File: src/rtl/ap_host_seq.sv
// ap_host_seq: host-side sequencer that loads A/B operand columns into the AP core,
// runs one pass and streams column C back. Define AP_HOST_TIMEOUT_EN to add a RUN-state watchdog.
module ap_host_seq #(
  parameter int WORD_SIZE      = 8,
  parameter int CELL_QUANT     = 512,
  parameter int ADDR_W         = 10,
  parameter int RD_LAT         = 2,
  parameter int TIMEOUT_CYCLES = 4096
) (
  input  logic                 CLK100MHZ,
  input  logic                 rst,
  input  logic                 start,
  input  logic [ADDR_W:0]      len,
  input  logic [2:0]           op,
  input  logic                 in_valid,
  output logic                 in_ready,
  input  logic [WORD_SIZE-1:0] in_data,
  output logic                 out_valid,
  input  logic                 out_ready,
  output logic [WORD_SIZE-1:0] out_data,
  output logic                 busy,
  output logic                 done,
  output logic                 err,
  output logic                 ap_rst,
  output logic                 ap_mode,
  output logic [2:0]           ap_cmd,
  output logic [ADDR_W-1:0]    ap_addr,
  output logic [WORD_SIZE-1:0] ap_data,
  output logic [1:0]           ap_sel_col,
  output logic                 ap_write_en,
  output logic                 ap_read_en,
  input  logic [WORD_SIZE-1:0] ap_data_out,
  input  logic                 ap_irq
);

  typedef enum logic [3:0] {
    S_IDLE, S_CLEAR, S_FETCH, S_WRITE, S_HOLD, S_RUN, S_READ, S_EMIT, S_DONE
  } state_t;

  localparam logic [1:0] COL_A = 2'd0;
  localparam logic [1:0] COL_B = 2'd1;
  localparam logic [1:0] COL_C = 2'd2;

  // One shared counter serves the CLEAR pulse, the read latency and the RUN watchdog.
  localparam int TMO_W = $clog2(TIMEOUT_CYCLES + 1);
  localparam int RD_W  = $clog2(RD_LAT + 1);
  localparam int MAX_W = (TMO_W > RD_W) ? TMO_W : RD_W;
  localparam int CNT_W = (MAX_W > 2) ? MAX_W : 2;

  localparam logic [ADDR_W:0] LEN_MAX = (ADDR_W + 1)'(CELL_QUANT);

  state_t                 r_state;
  logic [CNT_W-1:0]       r_cnt;
  logic [ADDR_W:0]        r_idx;
  logic [ADDR_W:0]        r_len;
  logic [1:0]             r_col;
  logic                   r_in_ready;
  logic                   r_out_valid;
  logic [WORD_SIZE-1:0]   r_out_data;
  logic                   r_busy;
  logic                   r_done;
  logic                   r_err;
  logic                   r_ap_rst;
  logic                   r_ap_mode;
  logic [2:0]             r_ap_cmd;
  logic [ADDR_W-1:0]      r_ap_addr;
  logic [WORD_SIZE-1:0]   r_ap_data;
  logic [1:0]             r_ap_sel_col;
  logic                   r_ap_write_en;
  logic                   r_ap_read_en;

  logic                   w_len_ok;
  logic [ADDR_W:0]        w_idx_inc;

  assign w_len_ok  = (len != '0) && (len <= LEN_MAX);
  assign w_idx_inc = r_idx + 1'b1;

  always_ff @(posedge CLK100MHZ or negedge rst) begin
    if (!rst) begin
      r_state       <= S_IDLE;
      r_cnt         <= '0;
      r_idx         <= '0;
      r_len         <= '0;
      r_col         <= COL_A;
      r_in_ready    <= 1'b0;
      r_out_valid   <= 1'b0;
      r_out_data    <= '0;
      r_busy        <= 1'b0;
      r_done        <= 1'b0;
      r_err         <= 1'b0;
      r_ap_rst      <= 1'b1;
      r_ap_mode     <= 1'b0;
      r_ap_cmd      <= '0;
      r_ap_addr     <= '0;
      r_ap_data     <= '0;
      r_ap_sel_col  <= COL_A;
      r_ap_write_en <= 1'b0;
      r_ap_read_en  <= 1'b0;
    end else begin
      r_done <= 1'b0;
      case (r_state)
        S_IDLE: begin
          r_ap_rst <= 1'b0;
          if (start) begin
            if (w_len_ok) begin
              r_len    <= len;
              r_ap_cmd <= op;
              r_err    <= 1'b0;
              r_ap_rst <= 1'b1;
              r_cnt    <= '0;
              r_busy   <= 1'b1;
              r_state  <= S_CLEAR;
            end else begin
              r_err  <= 1'b1;
              r_done <= 1'b1;
            end
          end
        end

        // ap_rst was raised on entry; it stays high for this cycle and the next.
        S_CLEAR: begin
          if (r_cnt == CNT_W'(1)) begin
            r_ap_rst   <= 1'b0;
            r_idx      <= '0;
            r_col      <= COL_A;
            r_in_ready <= 1'b1;
            r_state    <= S_FETCH;
          end else begin
            r_cnt <= r_cnt + 1'b1;
          end
        end

        S_FETCH: begin
          if (in_valid && r_in_ready) begin
            r_in_ready    <= 1'b0;
            r_ap_data     <= in_data;
            r_ap_addr     <= r_idx[ADDR_W-1:0];
            r_ap_sel_col  <= r_col;
            r_ap_write_en <= 1'b1;
            r_state       <= S_WRITE;
          end
        end

        S_WRITE: begin
          r_ap_write_en <= 1'b0;
          r_state       <= S_HOLD;
        end

        // The AP samples its write strobe a cycle late, so address/column/data stay put here.
        S_HOLD: begin
          if (r_col == COL_A) begin
            r_col      <= COL_B;
            r_in_ready <= 1'b1;
            r_state    <= S_FETCH;
          end else begin
            r_col <= COL_A;
            r_idx <= w_idx_inc;
            if (w_idx_inc == r_len) begin
              r_ap_mode <= 1'b1;
              r_cnt     <= '0;
              r_state   <= S_RUN;
            end else begin
              r_in_ready <= 1'b1;
              r_state    <= S_FETCH;
            end
          end
        end

        S_RUN: begin
          if (ap_irq) begin
            r_ap_mode    <= 1'b0;
            r_idx        <= '0;
            r_ap_addr    <= '0;
            r_ap_sel_col <= COL_C;
            r_ap_read_en <= 1'b1;
            r_cnt        <= '0;
            r_state      <= S_READ;
          end
`ifdef AP_HOST_TIMEOUT_EN
          else if (r_cnt == CNT_W'(TIMEOUT_CYCLES - 1)) begin
            r_err     <= 1'b1;
            r_ap_mode <= 1'b0;
            r_done    <= 1'b1;
            r_state   <= S_DONE;
          end else begin
            r_cnt <= r_cnt + 1'b1;
          end
`endif
        end

        // Strobe covers RD_LAT cycles; data is valid in the cycle after the strobe drops.
        S_READ: begin
          if (r_cnt == CNT_W'(RD_LAT - 1)) begin
            r_ap_read_en <= 1'b0;
          end
          if (r_cnt == CNT_W'(RD_LAT)) begin
            r_out_data  <= ap_data_out;
            r_out_valid <= 1'b1;
            r_state     <= S_EMIT;
          end else begin
            r_cnt <= r_cnt + 1'b1;
          end
        end

        S_EMIT: begin
          if (out_ready) begin
            r_out_valid <= 1'b0;
            r_idx       <= w_idx_inc;
            if (w_idx_inc == r_len) begin
              r_done  <= 1'b1;
              r_state <= S_DONE;
            end else begin
              r_ap_addr    <= w_idx_inc[ADDR_W-1:0];
              r_ap_read_en <= 1'b1;
              r_cnt        <= '0;
              r_state      <= S_READ;
            end
          end
        end

        S_DONE: begin
          r_ap_mode <= 1'b0;
          r_busy    <= 1'b0;
          r_state   <= S_IDLE;
        end

        default: begin
          r_busy  <= 1'b0;
          r_state <= S_IDLE;
        end
      endcase
    end
  end

  assign in_ready    = r_in_ready;
  assign out_valid   = r_out_valid;
  assign out_data    = r_out_data;
  assign busy        = r_busy;
  assign done        = r_done;
  assign err         = r_err;
  assign ap_rst      = r_ap_rst;
  assign ap_mode     = r_ap_mode;
  assign ap_cmd      = r_ap_cmd;
  assign ap_addr     = r_ap_addr;
  assign ap_data     = r_ap_data;
  assign ap_sel_col  = r_ap_sel_col;
  assign ap_write_en = r_ap_write_en;
  assign ap_read_en  = r_ap_read_en;

endmodule
File: config.mk
export PLATFORM = sky130hd
export DESIGN_NAME = ap_host_seq
export DESIGN_NICKNAME = d
export VERILOG_FILES = /design/src/rtl/ap_host_seq.sv
export SDC_FILE = /design/constraint.sdc
export NUM_CORES = 1
export LEC_CHECK = 0
export BUFFER_PORTS_ARGS = -buffer_cell sky130_fd_sc_hd__buf_2
export CAP_MARGIN = 10
export CORE_MARGIN = 1.5
export CORE_UTILIZATION = 50
export CTS_CLUSTER_SIZE = 28
export DETAILED_ROUTE_END_ITERATION = 10
export GPL_TIMING_DRIVEN = 0
export PLACE_DENSITY = 0.72
export SETUP_SLACK_MARGIN = 0.3
export SLEW_MARGIN = 40
export SYNTH_ARGS = -nofsm -noshare
export SYNTH_HDL_FRONTEND = slang
export SYNTH_SLANG_ARGS = --single-unit
File: constraint.sdc
create_clock -name CLK100MHZ -period 9.1 [get_ports CLK100MHZ]
set_input_delay 2.73 -clock CLK100MHZ [delete_from_list [all_inputs] [get_ports CLK100MHZ]]
set_output_delay 2.73 -clock CLK100MHZ [all_outputs]
set_load 0.05 [all_outputs]
==> flow_summary_export.csv <==
group,metric,value,unit
cells_and_area,synthToLayoutAreaGrowth,17.1,%
critical_path,cpMaxStageDelayCell,"a211oi_4",
clocking,clk_path_buf_depth,2,
synthesis,syn_area,0.00442,mm²
timing,setup_violations,0,
synthesis,synth-main-ff-cell,"dfrtp_1",
place,gp_congestion,0.959,
synthesis,ys_async_sr_fraction,1.00,
synthesis,synth_cells,450,
critical_path,cp_max_fo,9,
cells_and_area,nNetsFinal,577,
critical_path,cp.required,9.34,ns
critical_path,crit_cells,8,
critical_path,critical_path.startpoint_type,"primary input",
synthesis,synth_cell_types,57,
clocking,clkTransAtPathRegs,0.09,ns
clocking,cts_root_buf,"clkbuf_8",
clocking,ctsResizeCount,0,
timing,rsz0062_at_grt,"false",
critical_path,rr_startpoint,"r_idx[1]$_DFFE_PN0P_",
place,io_buffer_count,75,
timing,finClkSkew,0.0117,ns
grt,grt_usage,0.231,
place,place_area,0.00497,mm²
die,boundaryPins,76,
critical_path,end_kind,"flop",
cells_and_area,diodes,0,
synthesis,synth_nets,490,
power,ir_drop,0.182,mV
clocking,cts_sinks,80,
synthesis,syn_area_per_cell,9.81,µm²
cells_and_area,fin_util,0.599,
worst_hold_path,hp-start,"ap_cmd[0]$_DFFE_PN0P_",
timing,finalMaxSlewViolations,0,
die,die-width,97.0,µm
critical_path,path_cells,"buf_2 -> nor4_1 -> a31oi_1 -> nor3_1 -> a21oi_1 -> o32a_1 -> a211oi_4 -> mux2_4",
die,dieArea,0.00940,mm²
critical_path,rr_worst_depth,9,
detailed_routing,drtPass1Iterations,4,
timing,min_period,5.01,ns
die,core_area,0.00864,mm²
timing,hold_violations,0,
flow_run,maxCapViolations,0,
critical_path,cp.arrival,5.25,ns
detailed_routing,drt-wirelength-per-cell,16.0,µm
synthesis,yosys-top-cells-count,"dfrtp_1 (79), mux2_2 (39), nor2_1 (34)",
grt,grt_pass1_vias,3767,
synthesis,yosysWarnings,0,
synthesis,synth.top_cell.area_share,0.448,
timing,worst_slew_pin_slew,0.739,ns
clocking,clk_latency,0.36,ns
detailed_routing,viasPerCell,5.82,
detailed_routing,wl,10400,µm
detailed_routing,drtAntennaViolNets,0,
detailed_routing,drt_iter0_markers,170,
place,post-place-ws,3.69,ns
worst_hold_path,hold_class,"flop to flop",
synthesis,synthMostInstantiatedCell,"dfrtp_1",
cells_and_area,final_area,0.00517,mm²
timing,finalCritPeriodShare,0.550,
critical_path,r2r_end,"r_cnt[0]$_DFFE_PN0P_",
critical_path,cp_top_family,"compound AO/OA/AOI/OAI gates",
power,powerDensity,337,mW/mm²
timing,max-slew-margin-rel,0.503,
detailed_routing,vias,3785,
clocking,cts_tree,"yes",
clocking,h-tree-depth,3,
power,total_power,1740,µW
synthesis,synthTopCellsByArea,"dfrtp_1 (45%), mux2_2 (9.9%), a21oi_1 (2.9%)",
outcome,status,"completed",
clocking,numCtsBuffers,9,
worst_hold_path,min_to,"ap_cmd[0]$_DFFE_PN0P_",
place,dp.final_hpwl,7460,µm
clocking,cts-hold-fix-buffers,0,
detailed_routing,drc_errors,0,
grt,grt_pass1_wl,17700,µm
grt,antenna_found_initial,0,
die,start_util,0.511,
synthesis,synth_area_leader_cell,"dfrtp_1",
die,die_y,97.0,µm
power,p_leak,0.00243,µW
critical_path,cpPeakStageDelay,0.47,ns
critical_path,crit_type,"primary input to flop",
synthesis,synth_edf_count,0,
timing,fmax,0.200,GHz
critical_path,reg2reg_slack,5.47,ns
worst_hold_path,min_path_cells,1,
grt,overflow,0,
die,num_rows,34,
timing,fin_setup_tns,0,ns
cells_and_area,drive_above_1_share,0.275,
timing,setup_ws,4.09,ns
synthesis,yosysSeqAreaShare,0.454,
grt,grt_max_degree,49,
clocking,postCtsSetupBuffers,0,
critical_path,cp.buffers_inverters,1,
synthesis,synth-seq-cells,80,
-- per-stage QoR --
step           hold WS (ns)  std cells
2_1_floorplan         0.470        450
3_3_place_gp          0.487        633
3_5_place_dp          0.490        634
4_1_cts               0.511        650
5_1_grt               0.518        650
6_report              0.506        650
-- final cells by class --
cell class	instances	area, µm²
Buffer	27	115
Clock buffer	9	124
Clock inverter	7	77.6
Fill cell	741	3470
Inverter	18	67.6
Multi-Input combinational cell	325	2240
Sequential cell	80	2000
Tap cell	108	135
Timing Repair Buffer	76	409
-- cell usage in the layout (no fill, tap or decap), types with 10 or more instances in the layout --
master and instances:
buf_2 79, dfrtp_1 79, mux2_2 39, nor2_1 33, a21oi_1 26, nand2_1 26, o21ai_0 24, clkbuf_1 19
nand3_1 19, inv_1 17, nor3_1 13, xnor2_1 11, and3_1 11, a22o_1 10
-- kinds of logic after synthesis --
family	after synthesis	synth area share
flip-flops	80	0.454
AND/OR/NAND/NOR	146	0.173
multiplexers	47	0.120
adder cells (fa/ha/maj)	4	0.0113
AO/OA/AOI/OAI	115	0.175
XOR/XNOR	13	0.0258
buffers and inverters	45	0.0414
-- per-layer routing --
metal | routed length, µm | up-vias | GRT usage
li1 | - | 1822 | -
met1 | 4510 | 1829 | 0.299
met2 | 5130 | 111 | 0.387
met3 | 542 | 23 | 0.0470
met4 | 187 | 0 | 0.0769
met5 | 0 | - | 0
-- flip-flops by register name, indices dropped and copies added (netlist names) --
register,cells
r_cnt,13
ap_mode,1
ap_data,8
ap_cmd,3
ap_sel_col,2
r_idx,11
ap_read_en,1
out_valid,1
out_data,8
done,1
busy,1
ap_addr,10
ap_rst,1
err,1
r_col,1
r_state,4
r_len,11
in_ready,1
ap_write_en,1
-- report_power, final --
part	switching (µW)	internal, µW
Combinational	607	302
Clock	145	130
Sequential	89.0	471
-- worst max path at each step --
stage / start / end
CTS: len[4] / r_cnt[0]$_DFFE_PN0P_
finish: len[4] / r_cnt[0]$_DFFE_PN0P_
detailed placement: len[4] / r_cnt[1]$_DFFE_PN0P_
floorplan: len[4] / ap_cmd[0]$_DFFE_PN0P_
global route: len[4] / r_cnt[0]$_DFFE_PN0P_
global placement: len[4] / ap_cmd[0]$_DFFE_PN0P_
Power figures use the tool's default switching activity.
